$ cat src/rtl/mult_div_unit_if.sv
// Operand, control and result bundle between the execute stage and the
// multicycle multiply/divide unit.
interface mult_div_unit_if #(
  parameter int WIDTH = 32
);
  logic             Start;
  logic [1:0]       MDOperation;
  logic [WIDTH-1:0] A;
  logic [WIDTH-1:0] B;
  logic             WriteHI;
  logic             WriteLO;
  logic [WIDTH-1:0] WriteData;
  logic             Busy;
  logic             Done;
  logic             DivByZero;
  logic [WIDTH-1:0] HI;
  logic [WIDTH-1:0] LO;

  modport master (
    output Start, MDOperation, A, B, WriteHI, WriteLO, WriteData,
    input  Busy, Done, DivByZero, HI, LO
  );

  modport slave (
    input  Start, MDOperation, A, B, WriteHI, WriteLO, WriteData,
    output Busy, Done, DivByZero, HI, LO
  );
endinterface

$ cat src/rtl/mult_div_unit.sv
// Multicycle MULT/MULTU/DIV/DIVU unit holding the HI/LO registers.
// Shift-add multiply / restoring divide on magnitudes, sign fixed up at the end.
module mult_div_unit #(
  parameter int WIDTH = 32
) (
  input logic             clk,
  input logic             reset,
  mult_div_unit_if.slave  bus
);

  localparam int CW = $clog2(WIDTH);

  typedef enum logic [1:0] {IDLE, RUN, FIX} state_t;

  state_t             state;
  logic [1:0]         op;
  logic [WIDTH-1:0]   opnd_b;
  logic [WIDTH-1:0]   a_raw;
  logic [2*WIDTH-1:0] acc;
  logic               neg_a;
  logic               neg_b;
  logic               b_zero;
  logic [CW-1:0]      count;
  logic               busy;
  logic               done;
  logic               div_zero;
  logic [WIDTH-1:0]   hi;
  logic [WIDTH-1:0]   lo;

  logic               in_neg_a;
  logic               in_neg_b;
  logic [WIDTH-1:0]   in_mag_a;
  logic [WIDTH-1:0]   in_mag_b;
  logic [WIDTH:0]     mul_sum;
  logic [2*WIDTH-1:0] mul_next;
  logic [WIDTH:0]     rem_sh;
  logic [WIDTH:0]     trial;
  logic [2*WIDTH-1:0] div_next;
  logic [2*WIDTH-1:0] prod_fix;
  logic [WIDTH-1:0]   quot_fix;
  logic [WIDTH-1:0]   rem_fix;

  // Operand magnitudes are taken only for the signed ops (MDOperation[0]=1).
  assign in_neg_a = bus.MDOperation[0] & bus.A[WIDTH-1];
  assign in_neg_b = bus.MDOperation[0] & bus.B[WIDTH-1];
  assign in_mag_a = in_neg_a ? -bus.A : bus.A;
  assign in_mag_b = in_neg_b ? -bus.B : bus.B;

  // acc = {upper accumulator, multiplier} for MUL, {remainder, quotient} for DIV.
  assign mul_sum  = {1'b0, acc[2*WIDTH-1:WIDTH]} + (acc[0] ? {1'b0, opnd_b} : '0);
  assign mul_next = {mul_sum, acc[WIDTH-1:1]};
  assign rem_sh   = {acc[2*WIDTH-1:WIDTH], acc[WIDTH-1]};
  assign trial    = rem_sh - {1'b0, opnd_b};
  assign div_next = trial[WIDTH] ? {rem_sh[WIDTH-1:0], acc[WIDTH-2:0], 1'b0}
                                 : {trial[WIDTH-1:0], acc[WIDTH-2:0], 1'b1};

  assign prod_fix = (neg_a ^ neg_b) ? -acc : acc;
  assign quot_fix = (neg_a ^ neg_b) ? -acc[WIDTH-1:0] : acc[WIDTH-1:0];
  assign rem_fix  = neg_a ? -acc[2*WIDTH-1:WIDTH] : acc[2*WIDTH-1:WIDTH];

  always_ff @(posedge clk or negedge reset) begin
    if (!reset) begin
      state    <= IDLE;
      op       <= '0;
      opnd_b   <= '0;
      a_raw    <= '0;
      acc      <= '0;
      neg_a    <= 1'b0;
      neg_b    <= 1'b0;
      b_zero   <= 1'b0;
      count    <= '0;
      busy     <= 1'b0;
      done     <= 1'b0;
      div_zero <= 1'b0;
      hi       <= '0;
      lo       <= '0;
    end else begin
      done <= 1'b0;
      case (state)
        IDLE: begin
          if (bus.Start) begin
            state    <= RUN;
            busy     <= 1'b1;
            div_zero <= 1'b0;
            op       <= bus.MDOperation;
            a_raw    <= bus.A;
            opnd_b   <= in_mag_b;
            acc      <= {{WIDTH{1'b0}}, in_mag_a};
            neg_a    <= in_neg_a;
            neg_b    <= in_neg_b;
            b_zero   <= (bus.B == '0);
            count    <= '0;
            // The multiplier, not the multiplicand, must sit in the low half.
            if (!bus.MDOperation[1]) begin
              opnd_b <= in_mag_a;
              acc    <= {{WIDTH{1'b0}}, in_mag_b};
            end
          end else begin
            if (bus.WriteHI) hi <= bus.WriteData;
            if (bus.WriteLO) lo <= bus.WriteData;
          end
        end
        RUN: begin
          acc   <= op[1] ? div_next : mul_next;
          count <= count + 1'b1;
          if (count == CW'(WIDTH - 1)) state <= FIX;
        end
        FIX: begin
          state <= IDLE;
          busy  <= 1'b0;
          done  <= 1'b1;
          if (!op[1]) begin
            hi <= prod_fix[2*WIDTH-1:WIDTH];
            lo <= prod_fix[WIDTH-1:0];
          end else if (b_zero) begin
            hi       <= a_raw;
            lo       <= '1;
            div_zero <= 1'b1;
          end else begin
            hi <= rem_fix;
            lo <= quot_fix;
          end
        end
        default: state <= IDLE;
      endcase
    end
  end

  assign bus.Busy      = busy;
  assign bus.Done      = done;
  assign bus.DivByZero = div_zero;
  assign bus.HI        = hi;
  assign bus.LO        = lo;

endmodule
$ cat src/flat_wrapper.sv
// flat-port wrapper written by rule: the top's interface ports become plain ports
module mult_div_unit_flat 
#(
  parameter int WIDTH = 32
)
  (clk, reset, bus_Start, bus_MDOperation, bus_A, bus_B, bus_WriteHI, bus_WriteLO, bus_WriteData, bus_Busy, bus_Done, bus_DivByZero, bus_HI, bus_LO);
  mult_div_unit_if #(.WIDTH(WIDTH)) bus_i ();
  input logic clk;
  input logic reset;
  input wire logic [$bits(bus_i.Start)-1:0] bus_Start;
  input wire logic [$bits(bus_i.MDOperation)-1:0] bus_MDOperation;
  input wire logic [$bits(bus_i.A)-1:0] bus_A;
  input wire logic [$bits(bus_i.B)-1:0] bus_B;
  input wire logic [$bits(bus_i.WriteHI)-1:0] bus_WriteHI;
  input wire logic [$bits(bus_i.WriteLO)-1:0] bus_WriteLO;
  input wire logic [$bits(bus_i.WriteData)-1:0] bus_WriteData;
  output wire logic [$bits(bus_i.Busy)-1:0] bus_Busy;
  output wire logic [$bits(bus_i.Done)-1:0] bus_Done;
  output wire logic [$bits(bus_i.DivByZero)-1:0] bus_DivByZero;
  output wire logic [$bits(bus_i.HI)-1:0] bus_HI;
  output wire logic [$bits(bus_i.LO)-1:0] bus_LO;
  assign bus_i.Start = bus_Start;
  assign bus_i.MDOperation = bus_MDOperation;
  assign bus_i.A = bus_A;
  assign bus_i.B = bus_B;
  assign bus_i.WriteHI = bus_WriteHI;
  assign bus_i.WriteLO = bus_WriteLO;
  assign bus_i.WriteData = bus_WriteData;
  assign bus_Busy = bus_i.Busy;
  assign bus_Done = bus_i.Done;
  assign bus_DivByZero = bus_i.DivByZero;
  assign bus_HI = bus_i.HI;
  assign bus_LO = bus_i.LO;
  mult_div_unit #(.WIDTH(WIDTH)) u_core (.clk(clk), .reset(reset), .bus(bus_i));
endmodule
$ cat config.mk
export PLATFORM = sky130hd
export DESIGN_NAME = mult_div_unit_flat
export DESIGN_NICKNAME = d
export VERILOG_FILES = /design/src/rtl/mult_div_unit_if.sv /design/src/rtl/mult_div_unit.sv /design/src/flat_wrapper.sv
export SDC_FILE = /design/constraint.sdc
export NUM_CORES = 1
export LEC_CHECK = 0
export BUFFER_PORTS_ARGS = -buffer_cell sky130_fd_sc_hd__buf_4
export CORE_MARGIN = 8
export CORE_UTILIZATION = 60
export DETAILED_ROUTE_END_ITERATION = 6
export PLACE_DENSITY_LB_ADDON = 0.1
export SLEW_MARGIN = 40
export SYNTH_ARGS = -nofsm -noshare
export SYNTH_HDL_FRONTEND = slang
export SYNTH_SLANG_ARGS = --single-unit
$ cat constraint.sdc
create_clock -name clk -period 5.8 [get_ports clk]
set_input_delay 1.16 -clock clk [delete_from_list [all_inputs] [get_ports clk]]
set_output_delay 1.16 -clock clk [all_outputs]
set_load 0.01 [all_outputs]
# Word level (Yosys, flattened, before mapping)
# Cells that the tools add are included.
[totals]
register_bits = 207
inputBits = 103
out_inout_bits = 67
elab_cells = 80
[classes]
n_addsub = 8
eq_ne = 10
muxes = 34
n_bitwise = 3
reduce_logical = 11
[ops]
columns = ["operator", "count"]
rows = [
  ["$mux 32", 15],
  ["$mux 64", 4],
  ["$neg 32->32", 4],
  ["$pmux 32 s2", 2],
  ["$pmux 64 s2", 1],
  ["$neg 64->64", 1],
  ["$add 32x33->33", 1],
  ["$sub 33x32->33", 1],
  ["$logic_not 32->1", 1],
  ["$pmux 5 s2", 1],
  ["$ne 2x2->1 const B", 4],
  ["$reduce_and 2->1", 4],
  ["$ne 2x1->1 const B", 3],
  ["$reduce_and 3->1", 2],
  ["$add 5x1->5 const B", 1],
  ["$eq 5x5->1 const B", 1],
  ["$mux 1", 5],
  ["$mux 5", 1],
  ["$mux 2", 2],
  ["$pmux 1 s2", 2],
  ["$pmux 2 s2", 1],
  ["$reduce_and 4->1", 1],
  ["$reduce_bool 2->1", 2],
  ["$and 1x1->1", 2],
  ["4 further kinds", 4],
]

# Logic depth before layout (Yosys ltp)
[depth]
depth_word = 5
ltp_mapped = 15
depth_no_buf = 14

# Worst setup path after synthesis
# No wires, ideal clock.
[synth_path]
path_type = "reg-to-reg"
startpoint = "register u_core.acc[0]"
endpoint = "register u_core.acc[56]"
setup_ps = 71
t_arrival_ps = 3440
t_required_ps = 5729
setup_slack_ps = 2289
path_stages_with_launch = 14
path_buffers = 1
period_less_slack_ps = 3511
cell_sequence = "dfrtp_1 -> inv_1 -> clkbuf_1 -> nor2_1 -> ha_1 -> a21o_1 -> a21o_1 -> a221o_1 -> o41ai_1 -> nor2_1 -> o21ai_0 -> a31oi_1 -> or4b_2 -> nand4_1"
[synth_via]
elab_chain_cells = 4
[synth_lines]
columns = ["element", "line", "rtl"]
rows = [
  ["start, declared", "mult_div_unit.sv:19", "logic [2*WIDTH-1:0] acc;"],
  ["start signal, assigned", "mult_div_unit.sv:88", "acc <= {{WIDTH{1'b0}}, in_mag_a};"],
  ["start signal, assigned", "mult_div_unit.sv:96", "acc <= {{WIDTH{1'b0}}, in_mag_b};"],
  ["start signal, assigned", "mult_div_unit.sv:104", "acc <= op[1] ? div_next : mul_next;"],
  ["$mux 32", "mult_div_unit.sv:50", "assign mul_sum = {1'b0, acc[2*WIDTH-1:WIDTH]} + (acc[0] ? {1'b0, opnd_b} : '0);"],
  ["$add 32x33->33", "mult_div_unit.sv:50", ""],
  ["$mux 64", "mult_div_unit.sv:104", ""],
  ["$pmux 64 s2", "mult_div_unit.sv:79", "case (state)"],
]
# No other way between the ends.
# A chain may end at the register's enable or synchronous reset.

# Worst setup path in the final report
[layout_path]
startpoint = "register u_core.acc[31]"
endpoint = "register u_core.acc[35]"
[layout_via]
elab_chain_cells = 4
[layout_lines]
columns = ["element", "line", "rtl"]
rows = [
  ["$sub 33x32->33", "mult_div_unit.sv:53", "assign trial = rem_sh - {1'b0, opnd_b};"],
  ["$mux 64", "mult_div_unit.sv:54", "assign div_next = trial[WIDTH] ? {rem_sh[WIDTH-1:0], acc[WIDTH-2:0], 1'b0}"],
  ["$mux 64", "mult_div_unit.sv:104", ""],
  ["$pmux 64 s2", "mult_div_unit.sv:79", ""],
]
# No other way between the ends.

==> flow_summary.ini <==
[setup_path]
startpoint_type = flop
slowest_stage = xor2_4
critical_path.endpoint_type = flop
worst_path_dominant_cell_family = compound AO/OA/AOI/OAI gates
critPathMaxStageDelay_ns = 0.64
critical_path_buf_inv_count = 2
crit_fanout = 21
cp_cell_sequence = inv_1 > ha_1 > fa_1 > nand2b_1 > a21o_1 > a21bo_2 > a31oi_1 > o21ai_1 > o22ai_1 > xor2_4 > buf_4 > mux2i_1 > nor2_1 > a221o_1
worst_ep_arrival_time_ns = 4.83
required_ns = 6.24
timing.setup.critical_path_class = reg2reg

[detailed_routing]
routed-via-count = 17620
drtAntennaViolNets = 0
wirelength_mm = 64.05
drt_first_pass_iters = 7
drt_drc_violations_left = 0
viasPerCell = 6.595
routedWlPerCell_um = 23.98
drt-initial-drc-count = 2157

[timing]
max_clk_rate_mhz = 228.1
final_min_period_over_clock_period_pct = 75.58
max_slew.worst_pin.slew_ns = 0.8254
count_of_pins_over_their_slew_limit = 0
clock_skew_ns = 0.03164
finalSetupViolations = 0
hold_viol_final = 0
rsz_0062_raised_after_global_routing = no
max_slew_headroom_pct = 44.63
setup_total_negative_slack_ns = 0
final.min_clock_period_ns = 4.384

[clocking]
htreeDepth = 1
clk-insertion-delay-late_ns = 0.55
cts_buffers = 24
ctsHoldBuffers = 0
clk_root_buf = clkbuf_16
clock_sinks = 206
cts_tree = built
clock_path_buffers = 3
post_cts_resize_count = 0
cts_setup_buffers = 0
clkTransAtPathRegs_ns = 0.07

[synth]
netlist_instances = 2213
synth_simple_gate_area_share_pct = 19.39
synth_top_cell_by_area = dfrtp_1
synth_fp_nets = 2388
yosys.area.top_type_share_pct = 30.32
async_reset_ff_share_pct = 100.0
most_common_library_cells_after_synthesis = nand2_1 (308), o21ai_0 (224), nor2_1 (219)
synth.ff_latch_count = 206
syn-cell-area_um2 = 17000
synth-xor-area-share_pct = 10.20
synth_most_common_cell = nand2_1
yosys-mux-area-fraction_pct = 4.923
synthDistinctLibCells = 73
largest_family_of_logic_cells_by_synthesized_area = compound AO/OA/AOI/OAI gates
ys_dominant_reg_cell = dfrtp_1
post_synth.cell_area_avg_um2 = 7.684
synth_edf_count = 0
synthTopCellsByArea = dfrtp_1 (30%), nand2_1 (6.8%), o21ai_0 (6.6%)
yosysWarnings = 0
synth_fa_ha_area_share_pct = 5.386
yosysSeqAreaShare_pct = 30.32
synth-compound-area-share_pct = 24.90

[finish]
final_nets = 2450
syn2layout_area_growth_pct = 13.08
postLayoutCoreUtil_pct = 69.02
share_of_layout_cells_above_drive_strength_1_pct = 12.04

[floorplanning]
core-area_um2 = 27860
start_util_pct = 61.04
floorplan.die_area_um2 = 33980
die_w_um = 184.3
fp.dieH_um = 184.3
boundaryPins = 170
floorplan.rows = 61

[place]
detailedPlacementHpwl_mm = 48.28
placement.io_buffers = 169
finalWeightedCongestion = 1.030

[grt]
grt_pass1_vias = 16630
grt_first_pass_wirelength_mm = 97.27
initial_antenna_violation_count = 0
track_usage_pct = 36.72
grt_start_max_net_pins = 113
overflow = 0

[power]
leakagePower_nw = 8.606
power-per-cell-area_nw_per_um2 = 661.0
switching_share_pct = 50.43
internal_power_w = 0.006300
seqPwrFrac_pct = 24.6
p_sw_w = 0.006409
share_comb_of_total_power_pct = 63.3
peak_vdd_ir_uv = 422.7
clockPowerShare_pct = 12.1

[flow_run]
cap_violations = 0

[status]
outcome = completed

[hold_path]
hold_path.class = reg2reg
==> cell usage in the layout, fill, tap and decap left out, drive strengths merged, types with 20 or more instances in the layout <==
| master | count |
|---|---|
| a211oi | 22 |
| a21o | 47 |
| a21oi | 183 |
| a22oi | 26 |
| a31oi | 29 |
| and3 | 20 |
| buf | 192 |
| clkbuf | 35 |
| dfrtp | 206 |
| ha | 70 |
| inv | 63 |
| mux2i | 69 |
| nand2 | 308 |
| nand2b | 30 |
| nand3 | 30 |
| nor2 | 219 |
| nor3 | 21 |
| nor4 | 20 |
| o211ai | 29 |
| o21ai | 238 |
| o22ai | 26 |
| or3 | 20 |
| xnor2 | 96 |
| xor2 | 102 |
==> registers in the layout, indices dropped and copies added (netlist names) <==
register,count
u_core.neg_a,1
u_core.bus.LO,32
u_core.bus.Busy,1
u_core.op,1
u_core.neg_b,1
u_core.bus.HI,32
u_core.count,5
u_core.bus.Done,1
u_core.state,2
u_core.acc,64
u_core.bus.DivByZero,1
u_core.b_zero,1
u_core.opnd_b,32
u_core.a_raw,32
==> worst register-to-register path, delay by kind of cell, from the launching register on <==
family / cells / cell delay [ns]
AOI/OAI and AO/OA: 6 / 1.53
and+or+nand+nor: 2 / 0.27
xor gates and xnor gates: 1 / 0.64
muxes: 1 / 0.25
adders and majority gates: 2 / 0.60
DFF: 1 / 0.42
buffers and inverters: 2 / 0.56
==> area by class of cell <==
| class | instances | area [um^2] |
|---|---|---|
| fillers | 2352 | 8630 |
| flip-flops and latches | 206 | 5160 |
| multi-input cells | 1788 | 11080 |
| well taps | 378 | 473.0 |
| clock inverters | 8 | 87.58 |
| clock buffers | 35 | 701.9 |
| diodes | 1 | 2.502 |
| inverters | 63 | 236.5 |
| repair buffers | 192 | 1488 |
==> per-layer routing <==
layer  up-vias  global-route usage (%)  part of all wire [%]
met3       213                   7.442                    11
met5         -                       0                     0
met4         0                   21.65                   6.6
li1       7966                       -                     -
met2      1101                   55.21                    43
met1      8335                   48.46                    39
==> path summary, 6_finish.rpt <==
path	to	cells past startpoint	startpoint	slack [ns]
max	u_core.acc[35]	14	u_core.acc[31]	1.42
min	u_core.a_raw[20]	2	u_core.a_raw[20]	0.48
max reg2reg	u_core.acc[35]	14	u_core.acc[31]	1.42
min reg2reg	u_core.a_raw[20]	2	u_core.a_raw[20]	0.48
max in group asynchronous	u_core.b_zero	2	reset	4.02
min in group asynchronous	u_core.bus.LO[6]	1	reset	0.62
==> stage by stage <==
step	instance area [um^2]	cells	worst slack, ns	hold slack (ns)	power, W
3_5_place_dp	18420	2627	1.492	0.4639	0.01089
4_1_cts	19210	2670	1.503	0.4787	0.01247
3_3_place_gp	18380	2625	1.610	0.4617	0.01068
5_1_grt	19230	2670	1.216	0.4822	0.01355
6_report	19230	2671	1.416	0.4791	0.01271
2_1_floorplan	17000	2213	2.289	0.4454	0.008459
==> power by group through the flow <==
stage	combinational (W)	sequential, W	clock (W)
floorplan	0.00579	0.00267	0
global placement	0.00764	0.00304	0
detailed placement	0.00781	0.00308	0
CTS	0.00787	0.00306	0.00154
global route	0.00879	0.00317	0.00159
finish	0.00804	0.00312	0.00154
==> kinds of logic (layout without fill, tap and decap cells) <==
kind of cell | Yosys count | after routing
adders and majority gates | 72 | 72
other | 0 | 1
and+or+nand+nor | 736 | 736
buffers and inverters | 219 | 298
xor gates and xnor gates | 198 | 198
muxes | 82 | 82
DFF | 206 | 206
AOI/OAI and AO/OA | 700 | 700
Note: power is estimated with default switching activity, not from simulation.
